[src/rtl/instr_queue.sv]
// ============================================================================
// Module   : instr_queue (with package tomasula_types)
// Purpose  : In-order decoded-instruction FIFO feeding ROB / RS dispatch.
//            Optional zero-latency bypass when built with IQ_BYPASS_EN.
// Revision : 1.0
// ============================================================================
`default_nettype none

package tomasula_types;
  typedef enum logic [2:0] {
    OP_ALU    = 3'd0,
    OP_LOAD   = 3'd1,
    OP_STORE  = 3'd2,
    OP_BRANCH = 3'd3,
    OP_JUMP   = 3'd4
  } op_t;
endpackage

module instr_queue #(
  parameter int DEPTH = 8
) (
  input  logic                       clk,
  input  logic                       rst,
  input  logic                       enq_valid,
  output logic                       enq_ready,
  input  tomasula_types::op_t        enq_op,
  input  logic [4:0]                 enq_rd,
  input  logic [4:0]                 enq_rs1,
  input  logic [4:0]                 enq_rs2,
  input  logic [31:0]                enq_imm,
  input  logic [31:0]                enq_pc,
  input  logic                       rob_full,
  input  logic                       rs_ready,
  input  logic [2:0]                 rob_curr_ptr,
  input  logic                       branch_mispredict,
  output logic                       rob_load,
  output tomasula_types::op_t        instr_type,
  output logic [4:0]                 rd,
  output logic [4:0]                 st_src,
  output logic [4:0]                 disp_rs1,
  output logic [4:0]                 disp_rs2,
  output logic [31:0]                disp_imm,
  output logic [31:0]                disp_pc,
  output logic [2:0]                 disp_rob_tag,
  output logic [$clog2(DEPTH):0]     iq_count,
  output logic                       iq_empty
);

  localparam int AW = $clog2(DEPTH);
  localparam logic [AW:0] FULL_CNT = (AW+1)'(DEPTH);

  typedef struct packed {
    tomasula_types::op_t op;
    logic [4:0]          rd;
    logic [4:0]          rs1;
    logic [4:0]          rs2;
    logic [31:0]         imm;
    logic [31:0]         pc;
  } entry_t;

  entry_t        mem_q [DEPTH];
  logic [AW-1:0] head_q, head_d;
  logic [AW-1:0] tail_q, tail_d;
  logic [AW:0]   count_q, count_d;

  logic   is_empty, is_full;
  logic   disp_fire, enq_fire, bypass;
  entry_t enq_e, out_e;

  assign is_empty  = (count_q == '0);
  assign is_full   = (count_q == FULL_CNT);
  assign enq_ready = !is_full;
  assign disp_fire = !is_empty && !rob_full && rs_ready && !branch_mispredict;

`ifdef IQ_BYPASS_EN
  assign bypass = is_empty && enq_valid && !rob_full && rs_ready && !branch_mispredict;
`else
  assign bypass = 1'b0;
`endif

  // A bypassed instruction is consumed directly and never occupies a slot.
  assign enq_fire = enq_valid && enq_ready && !branch_mispredict && !bypass;

  assign enq_e = '{op: enq_op, rd: enq_rd, rs1: enq_rs1, rs2: enq_rs2,
                   imm: enq_imm, pc: enq_pc};

  always_comb begin
    out_e = mem_q[head_q];
    if (bypass) out_e = enq_e;
  end

  assign rob_load     = disp_fire || bypass;
  assign instr_type   = out_e.op;
  assign rd           = out_e.rd;
  assign st_src       = out_e.rs2;
  assign disp_rs1     = out_e.rs1;
  assign disp_rs2     = out_e.rs2;
  assign disp_imm     = out_e.imm;
  assign disp_pc      = out_e.pc;
  assign disp_rob_tag = rob_load ? rob_curr_ptr : 3'd0;
  assign iq_count     = count_q;
  assign iq_empty     = is_empty;

  always_comb begin
    head_d  = head_q;
    tail_d  = tail_q;
    count_d = count_q;
    if (branch_mispredict) begin
      head_d  = '0;
      tail_d  = '0;
      count_d = '0;
    end else begin
      if (enq_fire)  tail_d = tail_q + 1'b1;
      if (disp_fire) head_d = head_q + 1'b1;
      case ({enq_fire, disp_fire})
        2'b10:   count_d = count_q + 1'b1;
        2'b01:   count_d = count_q - 1'b1;
        default: count_d = count_q;
      endcase
    end
  end

  always_ff @(posedge clk or negedge rst) begin
    if (!rst) begin
      head_q  <= '0;
      tail_q  <= '0;
      count_q <= '0;
      for (int i = 0; i < DEPTH; i++) mem_q[i] <= '0;
    end else begin
      head_q  <= head_d;
      tail_q  <= tail_d;
      count_q <= count_d;
      if (enq_fire) mem_q[tail_q] <= enq_e;
    end
  end

endmodule

`default_nettype wire

[config.mk]
export PLATFORM = sky130hd
export DESIGN_NAME = instr_queue
export DESIGN_NICKNAME = d
export VERILOG_FILES = /design/src/rtl/instr_queue.sv
export SDC_FILE = /design/constraint.sdc
export NUM_CORES = 1
export LEC_CHECK = 0
export BUFFER_PORTS_ARGS = -buffer_cell sky130_fd_sc_hd__clkbuf_2
export CAP_MARGIN = 5
export CORE_UTILIZATION = 60
export CTS_CLUSTER_SIZE = 40
export DETAILED_ROUTE_END_ITERATION = 12
export GPL_TIMING_DRIVEN = 0
export PLACE_DENSITY = 0.79
export SLEW_MARGIN = 40
export SYNTH_ARGS = -nofsm -noshare
export SYNTH_HDL_FRONTEND = slang
export SYNTH_SLANG_ARGS = --single-unit
[constraint.sdc]
create_clock -name clk -period 3.76 [get_ports clk]
set_clock_uncertainty 0.05 [all_clocks]
set_input_delay 0.752 -clock clk [delete_from_list [all_inputs] [get_ports clk]]
set_output_delay 0.752 -clock clk [all_outputs]
set_load 0.03 [all_outputs]
==> results of run 1 <==
-- cells by family after synthesis --
family                   Yosys count  share of synthesized area, %
AO/OA/AOI/OAI                     14                         0.297
XOR/XNOR                           5                         0.139
adder cells (fa/ha/maj)            5                         0.222
buffers and inverters            128                          3.75
flip-flops                       666                          52.7
multiplexers                     903                          41.8
AND/OR/NAND/NOR                   45                          1.02
-- through the flow --
stage | TNS, ns | cell area [sq um]
finish | 0 | 35900
global route | 0 | 35900
floorplan | 0 | 31600
CTS | 0 | 35900
detailed placement | 0 | 33700
global placement | -8432.34 | 33400
-- cell type report --
class | instances | area, sq um
buffer | 125 | 1250
inverter | 3 | 13.8
tap | 680 | 851
timing repair buffer | 197 | 1220
fill | 3375 | 15800
antenna | 5 | 12.5
clock buffer | 103 | 2090
clock inverter | 10 | 97.6
sequential | 666 | 16700
multi-input combinational | 972 | 13700
-- metal layers --
metal  global-route usage, %  routed length [microns]
met5                       0                       83
met4                    8.88                     1690
met3                    4.96                     2780
met2                    42.7                    34300
met1                    39.1                    31200
-- cell usage in the layout (no fill, tap or decap), types with 6 or more instances in the layout --
| master | instances |
|---|---|
| dfrtp_1 | 666 |
| mux2_2 | 374 |
| mux2_4 | 320 |
| clkbuf_2 | 206 |
| mux4_2 | 164 |
| clkbuf_16 | 72 |
| mux2_1 | 44 |
| buf_2 | 37 |
| buf_12 | 36 |
| clkbuf_1 | 21 |
| clkbuf_8 | 18 |
| buf_4 | 14 |
| buf_16 | 10 |
| clkbuf_4 | 7 |
| nor2_1 | 6 |
-- critical path, delay by kind of cell, from the launching register on --
family,cells,cell delay [ns]
buf+inv,4,1.11
flops,1,0.42
mux,2,0.70
-- sequential cells by signal (all words and copies together) (netlist names) --
name / cells
iq_count: 4
tail_q: 3
mem_q: 656
head_q: 3
-- where the power goes --
part / switching [mW] / internal [mW] / total (mW)
Combinational: 2.26 / 2.82 / 5.07
Sequential: 0.761 / 8.56 / 9.32
Clock: 2.80 / 3.89 / 6.69
Total: 5.81 / 15.3 / 21.1
-- path summary, 6_finish.rpt --
| kind | start | to | slack (ns) | depth (start not counted) |
|---|---|---|---|---|
| min in group asynchronous | rst | mem_q[275] | 0.59 | 2 |
| max in group asynchronous | rst | mem_q[479] | 1.65 | 5 |
| hold reg to reg | mem_q[4] | mem_q[4] | 0.44 | 1 |
| setup / recovery | head_q[1] | st_src[4] | 0.11 | 6 |
| setup reg to reg | iq_count[1] | iq_count[3] | 0.67 | 8 |
| hold / removal | enq_pc[18] | mem_q[18] | 0.42 | 2 |
-- what timing repair did --
| action | 4_1_cts | 5_1_grt |
|---|---|---|
| pin swaps | 0 | 0 |
| hold buffers | 1 | 0 |
| endpoints found under the setup margin | 87 | 37 |
| endpoints found under the hold margin | 3 | 0 |
| gates resized for setup | 36 | 8 |
==> out/results.txt, run 1 <==
H-tree depth - 3
Synthesized cell area - 0.0316 sq mm
TritonCTS Buffers - 70
DIE AREA - 0.0536 sq mm
Pin count of the biggest net entering global routing - 76
Worst path cell trace - clkbuf_2 > buf_2 > mux4_2 > mux2_2 > buf_4 > clkbuf_2
Fin. Hold Viols - 0
Critical Path Fanout Max - 10
First-pass GRT wire length - 111 mm
Via density - 6.11
Min Clock Period, post-route - 3.65 ns
Root Buffer - clkbuf_16
Crit path DAT - 2.85 ns
Slowest CP cell - buf_2
Final setup fails - 0
Worst setup EP type - output port
Initial antenna violation count - 11
Initial drt markers - 1,058
Fin cells - 2,761
Area contributors post-synth - dfrtp_1, mux2_4, mux2_2, mux4_2, buf_12
Clock transition at path regs - 0.06 ns
Die Span X - 231 microns
Least-Margin Pin Slew - 0.845 ns
Global placer's final weighted congestion - 0.810
PortBufs - 186
CTS max path bufs - 3
Status - completed
Yosys top cell by area - dfrtp_1
Global route total overflow - 0
Sequential area share after synthesis - 52.7%
Total chip power - 21.1 mW
# rows - 83
Fmax - 274 MHz
Final WL - 70.0 mm
Vias in the first global route - 18,554
PwrDens - 586 mW/mm^2
Ports - 188
#FFs+latches synth - 666
Final hold slack - 0.422 ns
Count of cell types in the netlist - 43
Avg WL per Cell - 25.4 microns
CP Launch Type - flop
Die H - 231 microns
Final WS setup - 0.111 ns
Syn nets - 1,862
Post-synth EDFFs - 0
Largest stage delay on the critical path - 0.43 ns
Final Cycle Share - 97.1%
Tot GR Track Use - 27.4%
CTS tree - built
Final nets - 2,131
DR vias - 16,880
WS Path Type - reg2out
Mean Syn Cell Area - 17.9 sq um
Unrepaired setup endpoints after global routing - false
Clk sinks - 666
Router iterations before antenna repair - 5
Relative slew slack - 43.6%
CP required - 2.96 ns
ANT nets after route - 0
P_leak - 17.8 nW
Async S/R FF share, synth - 100%
Top-count cell post-synth - dfrtp_1
Worst-Skew Late Latency - 0.61 ns
Post-DP HPWL - 44.8 mm
Final core occ - 69.5%
Initial Utilization - 61.1%
Slew Limit Fails - 0
Max-cap violation count - 0
CORE AREA - 0.0517 sq mm
Synthesis-to-layout area growth - 13.8%
Place WS - 0.100 ns
DRC viols - 0
CP dominant cell by count - clkbuf_2
Setup bufs post-CTS - 0
Synthesis Warnings - 0
Peak supply drop - 0.000373 V
Worst hold path class - in2reg
Top-area cell type share of the netlist area - 52.7%
Layout cells sized above 1 - 62.0%
Primary FF master, synth - dfrtp_1
Placed insts - 2,642
Most common library cells after synthesis - dfrtp_1, mux2_2, mux2_4
Syn Inst Count - 1,766
No activity file was read; power rests on OpenSTA's default activity.
==> inputs of run 2 (changes only) <==
CORE_MARGIN = 5   (was not set)
==> run 2 against run 1 <==
  * Global-route usage fell by 2.3 points
  * Largest power group unchanged
  * Combinational power barely moved
  * Cell area barely moved
  * Maximum frequency fell by 1.1%
  * Count of clock-buffer cells in the layout increased by 3
  * Critical path depth did not move
  * Clock power rose by 0.6%
==> out/results.txt, run 2 (same netlist as run 1, synthesis figures left out) <==
Worst-Skew Late Latency - 0.59 ns
CP Launch Type - flop
Cts hold-fix bufs - 0
Worst path cell trace - clkbuf_2 > buf_2 > mux4_2 > mux2_2 > buf_4 > clkbuf_2
Initial antenna violation count - 4
Router iterations before antenna repair - 5
Most common cell after layout, fill and taps aside - dfrtp_1
Placed insts - 2,651
CTS max path bufs - 3
DIE AREA - 0.0573 sq mm
Via density - 6.06
Vias in the first global route - 18,815
Area of the multi-input gates - 0.0137 sq mm
Critical path depth in cells - 6
Final hold slack - 0.0429 ns
WS Path Type - reg2out
Pin count of the biggest net entering global routing - 74
Tot GR Track Use - 25.1%
Crit path DAT - 2.89 ns
Final nets - 2,131
Internal reg-to-reg setup slack - 0.70 ns
Final core occ - 68.7%
Global route total overflow - 0
PwrDens - 587 mW/mm^2
Reg with most FFs - mem_q
Worst setup EP type - output port
Initial Utilization - 60.4%
Peak supply drop - 0.000414 V
Setup TNS - 0 ns
Unrepaired setup endpoints after global routing - false
FF-to-FF path depth - 8
DR vias - 16,804
RR Endpoint - iq_count[3]
Clock transition at path regs - 0.06 ns
Status - completed
P_leak - 17.8 nW
Post-DP HPWL - 45.6 mm
Final WL - 70.3 mm
DRC viols - 0
Max reg flops - 656
Final setup fails - 0
Final WS setup - 0.0713 ns
Die Span X - 239 microns
Total chip power - 21.1 mW
Die H - 239 microns
CP dominant cell by count - clkbuf_2
PortBufs - 186
Fmax - 271 MHz
Buf/Inv on CP - 4
Global placer's final weighted congestion - 0.795
Max-cap violation count - 0
Clk sinks - 666
Root Buffer - clkbuf_16
CP required - 2.96 ns
Fin. Hold Viols - 0
Number of fill cells - 3,377
Reg-to-Reg Start - iq_count[1]
Crit path to - st_src[4]
# rows - 84
Least-Margin Pin Slew - 0.839 ns
Fin area - 0.0360 sq mm
H-tree depth - 3
CTS tree - built
Final Cycle Share - 98.1%
Initial drt markers - 1,110
Place WS - 0.102 ns
Relative slew slack - 44.1%
First-pass GRT wire length - 112 mm
Fin cells - 2,774
Setup bufs post-CTS - 0
Slew Limit Fails - 0
Layout cells sized above 1 - 61.7%
Worst hold path class - in2async
Most frequent cells in the layout - dfrtp_1, mux2_2, mux2_4
Synthesis-to-layout area growth - 13.9%
Post-DP Area - 0.0337 sq mm
Critical Path Fanout Max - 10
Min Clock Period, post-route - 3.69 ns
CORE AREA - 0.0523 sq mm
ANT nets after route - 0
TritonCTS Buffers - 70
Crit. Startpoint - head_q[1]
Slowest CP cell - dfrtp_1
Avg WL per Cell - 25.4 microns
Register Area - 0.0167 sq mm
Largest stage delay on the critical path - 0.47 ns
Ports - 188
Largest delay share family, worst path - buffers and inverters
-- run 2: power breakdown --
group          switching (mW)  leakage [nW]  internal, mW
logic                    2.28          7.93          2.82
registers               0.744          8.81          8.55
clock network            2.78          1.09          3.95
-- run 2: repair_timing --
action,4_1_cts,5_1_grt
endpoints found under the setup margin,87,50
gates resized for setup,25,14
cloned,0,0
endpoints found under the hold margin,0,0
-- run 2: final cells by class --
| type | instances | share of cell area, % |
|---|---|---|
| flip-flops and latches | 666 | 46.3 |
| multi-input cells | 972 | 38.2 |
| clock buffers | 106 | 5.78 |
| plain buffers | 125 | 3.46 |
| repair buffers | 197 | 3.39 |
| well taps | 688 | 2.39 |
| clock inverters | 14 | 0.386 |
| inverters | 3 | 0.0383 |
| diodes | 3 | 0.0209 |
-- run 2: layer usage --
layer	part of all wire, %	global-route usage, %
met1	44	35.4
met2	50	41.0
met3	3.7	4.48
met4	2.5	6.50
met5	0.028	0
-- run 2: worst min-delay path by stage --
stage / start / cells after the start / to
after CTS: rst / 1 / mem_q[514]
after detailed placement: mem_q[2] / 1 / mem_q[2]
after global placement: mem_q[26] / 1 / mem_q[26]
final: rst / 1 / mem_q[275]
after global routing: rst / 1 / mem_q[275]
after floorplan: rst / 0 / head_q[0]
==> inputs of run 3 (changes only) <==
ABC_AREA = 1   (was not set)
CORE_UTILIZATION = 55   (was 60)
PLACE_DENSITY = 0.73   (was 0.79)
==> run 3 against run 2 <==
  * Critical path type unchanged
  * Clock power barely moved
  * Critical path depth did not move
  * Synthesized cell count rose by 100%
  * Cell count rose by 67%
  * Area after synthesis fell by 2.3%
  * Count of clock-buffer cells in the layout did not move
==> out/results.txt, run 3 <==
Critical Path Fanout Max - 10
Sequential area share after synthesis - 54.0%
H-tree depth - 3
Area contributors post-synth - dfrtp_1, nand2_1, o21ai_1, buf_6, nor2_1
Initial antenna violation count - 1
Critical path depth in cells - 6
Pin count of the biggest net entering global routing - 71
Final WL - 98.3 mm
Worst hold path class - in2async
Worst setup EP type - output port
Synthesis Warnings - 0
CTS max path bufs - 3
Fin. Hold Viols - 0
Die H - 247 microns
Fmax - 266 MHz
First-pass GRT wire length - 152 mm
Global route total overflow - 0
Largest delay share family, worst path - buffers and inverters
Setup TNS - 0 ns
Final WS setup - 0.00513 ns
Yosys top cell by area - dfrtp_1
CP dominant cell by count - clkbuf_2
Global placer's final weighted congestion - 0.900
Post-synth EDFFs - 0
Ant diodes - 0
RR Endpoint - iq_count[3]
Crit. Startpoint - head_q[0]
Unrepaired setup endpoints after global routing - true
DR vias - 26,978
Buf/Inv on CP - 4
Slew Limit Fails - 0
CP required - 2.96 ns
Top-count cell post-synth - nand2_1
PortBufs - 187
#FFs+latches synth - 666
P_leak - 17.2 nW
Slowest CP cell - dfrtp_2
CORE AREA - 0.0553 sq mm
Layout cells sized above 1 - 17.3%
Final setup fails - 0
PwrDens - 603 mW/mm^2
Clock transition at path regs - 0.06 ns
Initial drt markers - 2,922
Peak supply drop - 0.000421 V
Most common cell after layout, fill and taps aside - nand2_1
Mean Syn Cell Area - 8.65 sq um
TritonCTS Buffers - 71
Reg with most FFs - mem_q
Status - completed
Ports - 188
Max reg flops - 656
Avg WL per Cell - 21.2 microns
Internal reg-to-reg setup slack - 1.49 ns
Final Cycle Share - 99.9%
Register Area - 0.0167 sq mm
Syn Inst Count - 3,569
Tot GR Track Use - 32.2%
Initial Utilization - 55.8%
Reg-to-Reg Start - iq_count[0]
Crit path DAT - 2.95 ns
Most common library cells after synthesis - nand2_1, dfrtp_1, o21ai_1
Min Clock Period, post-route - 3.75 ns
Number of fill cells - 4,920
Post-DP HPWL - 67.5 mm
Async S/R FF share, synth - 100%
Worst path cell trace - inv_4 > buf_4 > clkbuf_2 > o21ai_0 > a31oi_2 > clkbuf_2
Synthesized cell area - 0.0309 sq mm
Vias in the first global route - 26,111
DRC viols - 0
Final hold slack - 0.0251 ns
Clk sinks - 666
Place WS - -0.0502 ns
Router iterations before antenna repair - 6
Count of cell types in the netlist - 24
Top-area cell type share of the netlist area - 54.0%
# rows - 86
Least-Margin Pin Slew - 0.672 ns
Largest stage delay on the critical path - 0.51 ns
Die Span X - 247 microns
Max-cap violation count - 0
Via density - 5.82
CTS tree - built
FF-to-FF path depth - 13
Crit path to - disp_pc[28]
Syn nets - 3,665
Area of the multi-input gates - 0.0117 sq mm
ANT nets after route - 0
Final nets - 3,938
CP Launch Type - flop
WS Path Type - reg2out
Worst-Skew Late Latency - 0.61 ns
Primary FF master, synth - dfrtp_1
DIE AREA - 0.0610 sq mm
Relative slew slack - 55.2%
Root Buffer - clkbuf_16
Synthesis-to-layout area growth - 14.8%
Most frequent cells in the layout - nand2_1, dfrtp_1, o21ai_1
run 3: metrics by stage:
step / instance area [sq um] / util (%) / std cells / power (mW)
6_report: 35500 / 64.1 / 4633 / 21.4
5_1_grt: 35500 / 64.1 / 4633 / 22.4
4_1_cts: 35400 / 64.0 / 4632 / 21.3
3_5_place_dp: 33100 / 59.8 / 4515 / 14.6
3_3_place_gp: 32700 / 59.2 / 4504 / 14.4
2_1_floorplan: 30900 / - / 3569 / 12.8
run 3: worst min-delay path by stage:
stage	to	slack, ns	cells after the start
CTS	mem_q[486]	0.03	1
finish	mem_q[486]	0.03	1
detailed placement	mem_q[121]	0.41	2
global route	mem_q[486]	0.05	1
global placement	mem_q[508]	0.41	2
floorplan	mem_q[119]	0.40	2
run 3: logic make-up (layout without fill, tap and decap cells):
group	Yosys count	in the layout	synth area share (%)
and+or+nand+nor	1360	1360	16.9
AOI/OAI and AO/OA	1162	1162	20.5
DFF	666	666	54.0
buffers and inverters	375	691	8.38
adders and majority gates	5	5	0.227
xor gates and xnor gates	1	1	0.0284
run 3: area by class of cell:
class                   count  area share [%]
flip-flops and latches    666            47.0
multi-input cells        2528            33.1
plain buffers             275            6.53
clock buffers             106            6.00
repair buffers            200            3.52
well taps                 748            2.64
inverters                 100            1.07
clock inverters            10           0.152
run 3: power breakdown:
group | internal [mW] | switching, mW
clock | 3.88 | 2.87
combinational | 1.78 | 3.56
sequential | 8.54 | 0.737
total | 14.2 | 7.16
run 3: what timing repair did:
item,4_1_cts,5_1_grt
setup buffers,1,1
gates resized for setup,51,32
hold buffers,0,0
endpoints found under the setup margin,87,37
pin swaps,1,1
run 3: routing by layer:
metal  track usage [%]  wire, microns
met5                 0              0
met1              43.4          40100
met3              7.04           8300
met2              51.3          45600
met4              12.9           4330
